[config.mk]
export PLATFORM = sky130hd
export DESIGN_NAME = display_7seg_mux
export DESIGN_NICKNAME = d
export VERILOG_FILES = /design/src/rtl/display_7seg_mux.sv
export SDC_FILE = /design/constraint.sdc
export NUM_CORES = 1
export LEC_CHECK = 0
export CORE_ASPECT_RATIO = 1.1
export CORE_UTILIZATION = 45
export DETAILED_ROUTE_END_ITERATION = 10
export PLACE_DENSITY = 0.71
export SLEW_MARGIN = 30
export SYNTH_ARGS = -nofsm -noshare
export SYNTH_HDL_FRONTEND = slang
export SYNTH_SLANG_ARGS = --single-unit
export TNS_END_PERCENT = 10
[constraint.sdc]
create_clock -name clk -period 7 [get_ports clk]
set_input_delay 1.4 -clock clk [delete_from_list [all_inputs] [get_ports clk]]
set_output_delay 1.4 -clock clk [all_outputs]
set_load 0.1 [all_outputs]
[src/rtl/display_7seg_mux.sv]
// Six-digit multiplexed 7-segment driver (hh.mm.ss) that takes a tear-free snapshot of its inputs once per scan frame.
// Define BLINK_SEP_EN to blink the separator dots every BLINK_FRAMES frames; if it is undefined they stay lit.
module display_7seg_mux #(
  parameter int unsigned SCAN_DIV     = 4,
  parameter int unsigned BLINK_FRAMES = 8
) (
  input  logic       clk,
  input  logic       reset,
  input  logic       en,
  input  logic [1:0] H_in1,
  input  logic [3:0] H_in0,
  input  logic [3:0] M_in1,
  input  logic [3:0] M_in0,
  input  logic [3:0] S_in1,
  input  logic [3:0] S_in0,
  output logic [5:0] an,
  output logic [6:0] seg,
  output logic       dp,
  output logic       frame_tick
);

  localparam int unsigned PW = (SCAN_DIV > 1) ? $clog2(SCAN_DIV) : 1;
  localparam int unsigned IW = 3;
  localparam int unsigned SW = 24;
  localparam logic [PW-1:0] P_TERM   = PW'(SCAN_DIV - 1);
  localparam logic [IW-1:0] LAST_IDX = IW'(5);

  if (SCAN_DIV < 2 || SCAN_DIV > 1024) begin : g_bad_scan_div
    $error("display_7seg_mux: SCAN_DIV must be 2..1024");
  end
  if (BLINK_FRAMES < 1 || BLINK_FRAMES > 255) begin : g_bad_blink_frames
    $error("display_7seg_mux: BLINK_FRAMES must be 1..255");
  end

  logic [PW-1:0] r_presc;
  logic [IW-1:0] r_idx;
  logic [SW-1:0] r_snap;
  logic [5:0]    r_an;
  logic [6:0]    r_seg;
  logic          r_dp;
  logic          r_frame_tick;

  logic          w_term;
  logic          w_frame_end;
  logic [3:0]    w_digit;
  logic [6:0]    w_seg_dec;
  logic          w_blank;
  logic          w_sep_slot;
  logic          w_sep_on;

  assign w_term      = (r_presc == P_TERM);
  assign w_frame_end = en & w_term & (r_idx == LAST_IDX);

  // Prescaler, digit index and the once-per-frame input snapshot
  always_ff @(posedge clk or posedge reset) begin
    if (reset) begin
      r_presc <= '0;
      r_idx   <= '0;
      r_snap  <= '0;
    end else if (en) begin
      if (w_term) begin
        r_presc <= '0;
        r_idx   <= (r_idx == LAST_IDX) ? '0 : r_idx + IW'(1);
      end else begin
        r_presc <= r_presc + PW'(1);
      end
      if (w_frame_end) begin
        r_snap <= {2'b00, H_in1, H_in0, M_in1, M_in0, S_in1, S_in0};
      end
    end
  end

`ifdef BLINK_SEP_EN
  localparam int unsigned FW = 8;
  localparam logic [FW-1:0] F_LAST = FW'(BLINK_FRAMES - 1);

  logic [FW-1:0] r_frame_cnt;
  logic          r_phase;

  // Completed-frame counter; the separator phase flips on each wrap
  always_ff @(posedge clk or posedge reset) begin
    if (reset) begin
      r_frame_cnt <= '0;
      r_phase     <= 1'b0;
    end else if (w_frame_end) begin
      if (r_frame_cnt == F_LAST) begin
        r_frame_cnt <= '0;
        r_phase     <= ~r_phase;
      end else begin
        r_frame_cnt <= r_frame_cnt + FW'(1);
      end
    end
  end

  assign w_sep_on = r_phase;
`else
  assign w_sep_on = 1'b1;
`endif

  // Select the snapshot digit for the current index and decode it
  always_comb begin
    w_digit    = 4'd0;
    w_seg_dec  = 7'h40;
    case (r_idx)
      3'd0:    w_digit = r_snap[3:0];
      3'd1:    w_digit = r_snap[7:4];
      3'd2:    w_digit = r_snap[11:8];
      3'd3:    w_digit = r_snap[15:12];
      3'd4:    w_digit = r_snap[19:16];
      3'd5:    w_digit = r_snap[23:20];
      default: w_digit = 4'd0;
    endcase
    case (w_digit)
      4'd0:    w_seg_dec = 7'h3F;
      4'd1:    w_seg_dec = 7'h06;
      4'd2:    w_seg_dec = 7'h5B;
      4'd3:    w_seg_dec = 7'h4F;
      4'd4:    w_seg_dec = 7'h66;
      4'd5:    w_seg_dec = 7'h6D;
      4'd6:    w_seg_dec = 7'h7D;
      4'd7:    w_seg_dec = 7'h07;
      4'd8:    w_seg_dec = 7'h7F;
      4'd9:    w_seg_dec = 7'h6F;
      default: w_seg_dec = 7'h40;
    endcase
    w_blank    = (r_idx == LAST_IDX) && (w_digit == 4'd0);
    w_sep_slot = (r_idx == IW'(2)) || (r_idx == IW'(4));
  end

  // Registered display outputs, one cycle behind the index
  always_ff @(posedge clk or posedge reset) begin
    if (reset) begin
      r_an         <= 6'b111111;
      r_seg        <= 7'h00;
      r_dp         <= 1'b0;
      r_frame_tick <= 1'b0;
    end else if (en) begin
      r_an         <= ~(6'b000001 << r_idx);
      r_seg        <= w_blank ? 7'h00 : w_seg_dec;
      r_dp         <= w_sep_slot & w_sep_on;
      r_frame_tick <= w_frame_end;
    end else begin
      r_an         <= 6'b111111;
      r_seg        <= 7'h00;
      r_dp         <= 1'b0;
      r_frame_tick <= 1'b0;
    end
  end

  assign an         = r_an;
  assign seg        = r_seg;
  assign dp         = r_dp;
  assign frame_tick = r_frame_tick;

endmodule
# After elaboration in Yosys (flattened, before gate mapping)
# Memory sizes are Yosys's and may differ from the RTL's.
# Cells that the tools add are included.
[classes] muxes=8 add_sub_neg=2 n_shift=1 reduce_logical=6 bitwise_logic=3 n_eq_ne=6
[op_table] op="$pmux 4 s6" count=1
[op_table] op="$mux 7" count=2
[op_table] op="$eq 3x2->1 const B" count=2
[op_table] op="$eq 3x3->1 const B" count=2
[op_table] op="$mux 6" count=1
[op_table] op="$not 6->6" count=1
[op_table] op="$shl 1x3->6 const A" count=1
[op_table] op="$logic_not 4->1" count=1
[op_table] op="$reduce_and 2->1" count=2
[op_table] op="$add 3x1->3 const B" count=1
[op_table] op="$eq 3x1->1 const B" count=1
[op_table] op="$logic_not 3->1" count=1
[op_table] op="$mux 3" count=1
[op_table] op="$add 2x1->2 const B" count=1
[op_table] op="$and 1x1->1" count=2
[op_table] op="$eq 2x2->1 const B" count=1
[op_table] op="$mux 1" count=2
[op_table] op="$mux 2" count=1
[op_table] op="$logic_and 1x1->1" count=1
[op_table] op="$logic_or 1x1->1" count=1
[totals] input_bits=25 regBits=42 mem_bits_ro=112 memories=1 output_inout_bits=15
[mem_list] memory="(name not given)" depth=16 word_bits=7 read_ports=1 rd_ports_with_merged_regs=0 wr=0 line="113" text="case (w_digit)"

# Longest topological paths before layout
# Gate-level depths: netlist of the first run.
[depth] ltp_word=6 depth_mapped=13 ltp_nobuf=11

# Worst setup path after synthesis of the first run
# Ideal clock, no wire load.
[synth_timing] path_type="register to register" from="reg r_idx[0]" to="reg r_seg[0], in the netlist seg[0]" stages_incl_launch_ff=13 t_required_ns=6.876 arrival_ns=2.222 n_path_buf=2 setup_slack_ns=4.654 setup_ns=0.124 synth_period_minus_slack_ns=2.346 path_cell_list="dfrtp_1 > buf_4 > buf_2 > and2_1 > ha_1 > a22o_1 > a221oi_2 > o22a_2 > ha_1 > nand3_1 > nand3_1 > nand2b_1 > o21ai_1"
[synth_via] elab_chain_len=6 word_cells_on_any_way=12 cone_classes="eq/ne (5); mux (3); reduce/logical (3); memory (1)"
[synth_rtl] element="start, declared" line="36" text="logic [IW-1:0] r_idx;"
[synth_rtl] element="start signal, assigned" line="63" text="r_idx <= (r_idx == LAST_IDX) ? '0 : r_idx + IW'(1);"
[synth_rtl] element="parallel branches: the longest is 4 deep, another holds $mem_v2 16x7"
[synth_rtl] element="$mux 7 *" line="139" text="r_seg <= w_blank ? 7'h00 : w_seg_dec;"
[synth_rtl] element="$mux 7 *" line="137" text="end else if (en) begin"
[synth_rtl] element="end signal, assigned" line="139"
[synth_rtl] element="end, declared" line="39" text="logic [6:0] r_seg;"
# Every way passes the cells marked *.
# A chain may end at the register's enable or synchronous reset.

# Final worst setup path of the first run
[layout_timing] from="reg r_an[4], in the netlist an[4]" to="out an[4]"
[layout_rtl] element="start, declared" line="38" text="logic [5:0] r_an;"
[layout_rtl] element="start signal, assigned" line="138" text="r_an <= ~(6'b000001 << r_idx);"
[layout_rtl] element="end, declared" line="16" text="output logic [5:0] an,"
# No word-level cell between the ends.

==> impl_metrics.json, run 1 <==
{
  "status": "finished clean",
  "synth_nets": 202,
  "drc": 0,
  "grt_pass1_vias": 1425,
  "track_usage_pct": 19.4,
  "ys_ff_latch": 42,
  "grt_max_degree": 43,
  "clk_pin_slew_ns": 0.08,
  "grt_pass1_wl_um": 6910,
  "insertion_delay_ns": 0.29,
  "leakage_nw": 1.16,
  "hold_depth": 1,
  "ir_drop_mv": 0.201,
  "endpoint_kind": "output port",
  "clkSinkCount": 42,
  "syn_inst": 169,
  "ios": 40,
  "cp_num_buf_inv": 1,
  "hold_violations": 0,
  "worstPathArrival_ns": 1.94,
  "period_needed_ns": 3.34,
  "worstPathCellList": "clkdlybuf4s50_1",
  "critical_path_class": "reg -> out",
  "std_cell_rows": 25,
  "ys_types": 41,
  "overflow": 0,
  "setup_tns_ns": 0,
  "synthToLayoutAreaGrowth_pct": 24.3,
  "cp_data_required_time_ns": 5.60,
  "hold_start": "r_snap[9]",
  "period_share_pct": 47.7,
  "dieHeight_um": 73.6,
  "fmax_ghz": 0.299,
  "via_per_inst": 5.46,
  "fin_util_pct": 59.5,
  "power_density_mw_per_mm2": 445,
  "setup_violations": 0,
  "coreArea_sq_mm": 0.00438,
  "syn_area_sq_mm": 0.00210,
  "cts_inserted_buffers": 5,
  "drv_slew": 0,
  "antenna_found_initial": 0,
  "antenna_cells": 0,
  "finalInstanceArea_sq_mm": 0.00261,
  "rrSetupSlack_ns": 4.18,
  "synth-seq-area-share_pct": 50.5,
  "cts_tree": "yes",
  "nets": 241,
  "cts_resized": 0,
  "gp_congestion": 0.850,
  "cp-start-kind": "flip-flop",
  "reg2reg_from": "r_idx[2]",
  "clockBufferDepth": 2,
  "avgSynthCellArea_sq_um": 12.4,
  "die_area_sq_mm": 0.00493,
  "postCtsHoldBufs": 0,
  "reg2reg_to": "seg[5]",
  "finClkSkew_ns": 0.00208,
  "worst-r2r-cell-count": 10,
  "tightestPinTransition_ns": 0.971,
  "drive_gt1_share_pct": 21.5,
  "drv_cap": 0,
  "synth_edf_count": 0,
  "htree_levels": 2,
  "start_util_pct": 47.9,
  "cts_root_buffer": "clkbuf_8",
  "num_vias": 1437,
  "cts_setup_buffers": 0,
  "yosys_warnings": 0,
  "io_buffers": 39,
  "slowest_delay_ns": 1.12,
  "slowest_stage": "clkdlybuf4s50_1",
  "wirelength_um": 4020,
  "rsz0062_at_grt": "no",
  "wire_per_inst_um": 15.3,
  "dp_hpwl_um": 2950,
  "antenna_left": 0,
  "dr.pass1.iters": 4,
  "cp_top_family": "buffers and inverters",
  "relSlewSlack_pct": 35.1,
  "hold_end": "r_snap[9]",
  "synthArstFlopShare_pct": 100,
  "min-delay-path-class": "reg -> reg",
  "dr.first_iter.drc_count": 101,
  "die_x_um": 67.1,
  "dpl_cell_area_sq_mm": 0.00251,
  "cp_max_fo": 1,
  "synthFlopType": "dfrtp_1"
}
where the power goes:
group / internal, mW / switching, mW
Sequential: 0.329 / 0.0767
Clock: 0.0793 / 0.0835
Combinational: 0.221 / 0.369
Total: 0.630 / 0.529
through the flow:
step / cells / setup slack, ns / hold WS, ns / power, mW
2_1_floorplan: 169 / 4.64 / 0.457 / 0.868
6_report: 263 / 3.66 / 0.504 / 1.16
3_3_place_gp: 255 / 3.85 / 0.469 / 0.984
5_1_grt: 263 / 3.61 / 0.510 / 1.24
4_1_cts: 263 / 3.64 / 0.509 / 1.17
3_5_place_dp: 255 / 3.77 / 0.487 / 1.00
cells by family after synthesis:
kind of cell    count (synthesis)  share of synthesized area [%]
compound gates                 34                           11.9
xor+xnor                        1                          0.418
fa+ha+maj                       8                           4.78
buf+inv                        16                           4.06
flops                          42                           50.5
mux                            27                           17.7
simple gates                   41                           10.7
cell usage in the layout (no fill, tap or decap), types with 4 or more instances in the layout:
master           netlist  final
mux2i_1                4      4
o21ai_0                4      4
o21ai_1                6      6
dfstp_2                6      6
nand3b_1               6      6
nor2_1                 6      6
clkdlybuf4s50_1        0     39
nand3_1                6      6
mux2_4                19     19
nand2_1               12     12
dfrtp_1               36     36
inv_1                  6      6
a21oi_1                7      7
clkbuf_8               0      6
ha_1                   8      8
how the worst max path moves through the flow:
stage / from / endpoint / cells after the start
finish: an[4] / an[4] / 1
global route: an[3] / an[3] / 1
CTS: an[1] / an[1] / 1
detailed placement: en / r_snap[8] / 4
global placement: en / r_snap[7] / 4
floorplan: reset / dp / 1
cells in the mapped netlist (2+ instances only):
master    number  area (sq um)
and2_1         2          12.5
nor2_1         6          22.5
mux2i_1        4          40.0
buf_2          5          25.0
nand3b_1       6          45.0
o21ai_1        6          30.0
mux2_4        19           285
nand2b_1       2          12.5
nor2b_1        2          12.5
a22o_1         2          17.5
dfrtp_1       36           901
and3_1         2          12.5
nand3_1        6          30.0
a21oi_1        7          35.0
nand2_1       12          45.0
mux2_1         3          33.8
buf_6          2          22.5
ha_1           8           100
o22a_1         3          26.3
o21ai_0        4          20.0
inv_1          6          22.5
dfstp_2        6           158
a21oi_2        2          17.5
registers in the layout, indices dropped and copies added, names as in the netlist:
signal / flops
frame_tick: 1
r_presc: 2
an: 6
seg: 7
r_idx: 3
r_snap: 22
dp: 1
area by class of cell:
type	instances	area (sq um)
clock buffers	6	82.6
clock inverters	2	12.5
fillers	367	1770
inverters	7	26.3
multi-input cells	111	952
flip-flops and latches	42	1060
well taps	54	67.6
repair buffers	41	405
routing by layer:
metal  global-route usage, %  up-vias  share of wire, %
met3                    5.28        9               3.8
met2                    31.9       38                52
met4                    7.09        0               1.7
li1                        -      671                 -
met1                    24.3      719                43
met5                       0        -                 0
No activity file was read; power rests on OpenSTA's default activity.
==> run 2, diff against run 1 <==
==> constraint.sdc (replaced) <==
create_clock -name clk -period 3.1 [get_ports clk]
set_input_delay 0.62 -clock clk [delete_from_list [all_inputs] [get_ports clk]]
set_output_delay 0.62 -clock clk [all_outputs]
set_load 0.1 [all_outputs]
==> impl_metrics.json, run 2 (synthesis results as in run 1) <==
{
  "clockBufferDepth": 2,
  "num-fill-cells": 362,
  "multi_input_area_sq_um": 952,
  "postCtsHoldBufs": 0,
  "cts_inserted_buffers": 5,
  "std_cell_rows": 25,
  "drv_cap": 0,
  "track_usage_pct": 18.9,
  "ir_drop_mv": 0.399,
  "relSlewSlack_pct": 65.7,
  "reg2reg_from": "r_idx[2]",
  "coreArea_sq_mm": 0.00438,
  "cp_num_buf_inv": 1,
  "start_util_pct": 47.9,
  "wirelength_um": 4000,
  "fmax_ghz": 0.380,
  "dp_hpwl_um": 3030,
  "period_share_pct": 85.0,
  "antenna_found_initial": 0,
  "largest_reg_flops": 22,
  "setup_violations": 0,
  "num_vias": 1439,
  "io_buffers": 39,
  "rsz0062_at_grt": "no",
  "cts_root_buffer": "clkbuf_8",
  "dr.pass1.iters": 4,
  "top_register": "r_snap",
  "nets": 245,
  "die_x_um": 67.1,
  "path_depth": 10,
  "grt_max_degree": 43,
  "register_area_sq_mm": 0.00106,
  "clkSinkCount": 42,
  "hold_depth": 1,
  "cp_top_family": "compound AO/OA/AOI/OAI gates",
  "leakage_nw": 1.20,
  "layout_commonest_cell": "dfrtp_1",
  "gp_congestion": 0.929,
  "clk_pin_slew_ns": 0.08,
  "slowest_delay_ns": 0.59,
  "setup_tns_ns": 0,
  "drv_slew": 0,
  "min-delay-path-class": "reg -> reg",
  "finClkSkew_ns": 0.00914,
  "dr.first_iter.drc_count": 108,
  "endpoint_kind": "flip-flop",
  "final_cell_mix": "dfrtp_1 (36), clkdlybuf4s50_1 (24), buf_4 (21), mux2_4 (19), nand2_1 (12)",
  "overflow": 0,
  "antenna_left": 0,
  "via_per_inst": 5.39,
  "cts_tree": "yes",
  "cp-start-kind": "flip-flop",
  "synthToLayoutAreaGrowth_pct": 24.6,
  "cts_setup_buffers": 0,
  "worstPathArrival_ns": 2.82,
  "status": "finished clean",
  "antenna_cells": 0,
  "grt_pass1_wl_um": 6770,
  "final_cells": 267,
  "tightestPinTransition_ns": 0.515,
  "hold_start": "r_presc[0]",
  "hold_end": "r_presc[0]",
  "grt_pass1_vias": 1448,
  "worstPathCellList": "inv_1, ha_1, a22o_1, a221oi_2, o22a_2, ha_1, nand3_1, nand3_1, nand2b_1, o21ai_1",
  "placedCellCount": 259,
  "dieHeight_um": 73.6,
  "drive_gt1_share_pct": 30.0,
  "cts_resized": 0,
  "power_density_mw_per_mm2": 1030,
  "worst-r2r-cell-count": 10,
  "cp_max_fo": 12,
  "cp_data_required_time_ns": 3.29,
  "hold_violations": 0,
  "die_area_sq_mm": 0.00493,
  "wire_per_inst_um": 15.0,
  "rrSetupSlack_ns": 0.47,
  "insertion_delay_ns": 0.30,
  "critical_path_class": "reg -> reg",
  "slowest_stage": "dfrtp_1",
  "period_needed_ns": 2.63,
  "ios": 40,
  "htree_levels": 2,
  "reg2reg_to": "seg[3]",
  "drc": 0
}
[run 2: layer usage]
| layer | share of wire (%) | vias up | track usage (%) | wire (um) |
|---|---|---|---|---|
| met5 | 0 | - | 0 | 0 |
| met1 | 40 | 690 | 22.1 | 1600 |
| met3 | 6.1 | 13 | 5.28 | 245 |
| li1 | - | 685 | - | - |
| met2 | 51 | 51 | 31.3 | 2030 |
| met4 | 3.1 | 0 | 9.46 | 125 |
[run 2: worst max path at each step]
| stage | start | end | slack (ns) |
|---|---|---|---|
| finish | r_idx[2] | seg[3] | 0.47 |
| global route | r_idx[2] | seg[3] | 0.22 |
| CTS | r_idx[2] | seg[2] | 0.49 |
| detailed placement | r_idx[2] | seg[0] | 0.50 |
| global placement | r_idx[2] | seg[6] | 0.58 |
| floorplan | r_idx[0] | seg[0] | 0.75 |
[run 2: layout make-up]
type	instances	area share (%)
clock buffer	5	2.64
clock inverter	3	1.53
inverter	7	1.01
multi-input combinational	111	36.5
sequential	42	40.5
tap	54	2.59
timing repair buffer	45	15.2
[run 2: power by group]
group	switching, mW	internal, mW
clock network	0.187	0.237
registers	0.137	0.744
logic	0.881	0.496
total	1.21	1.48
[run 2: metrics by stage]
stage | hold WS [ns] | power (mW) | util [%] | worst slack (ns) | cell area, sq um
final | 0.480 | 2.68 | 59.6 | 0.466 | 2610
after global routing | 0.510 | 2.85 | 59.6 | 0.224 | 2610
after CTS | 0.489 | 2.70 | 59.6 | 0.488 | 2610
after detailed placement | 0.479 | 2.27 | 57.1 | 0.500 | 2500
after global placement | 0.469 | 2.23 | 57.1 | 0.580 | 2500
after floorplan | 0.457 | 1.96 | - | 0.754 | 2100
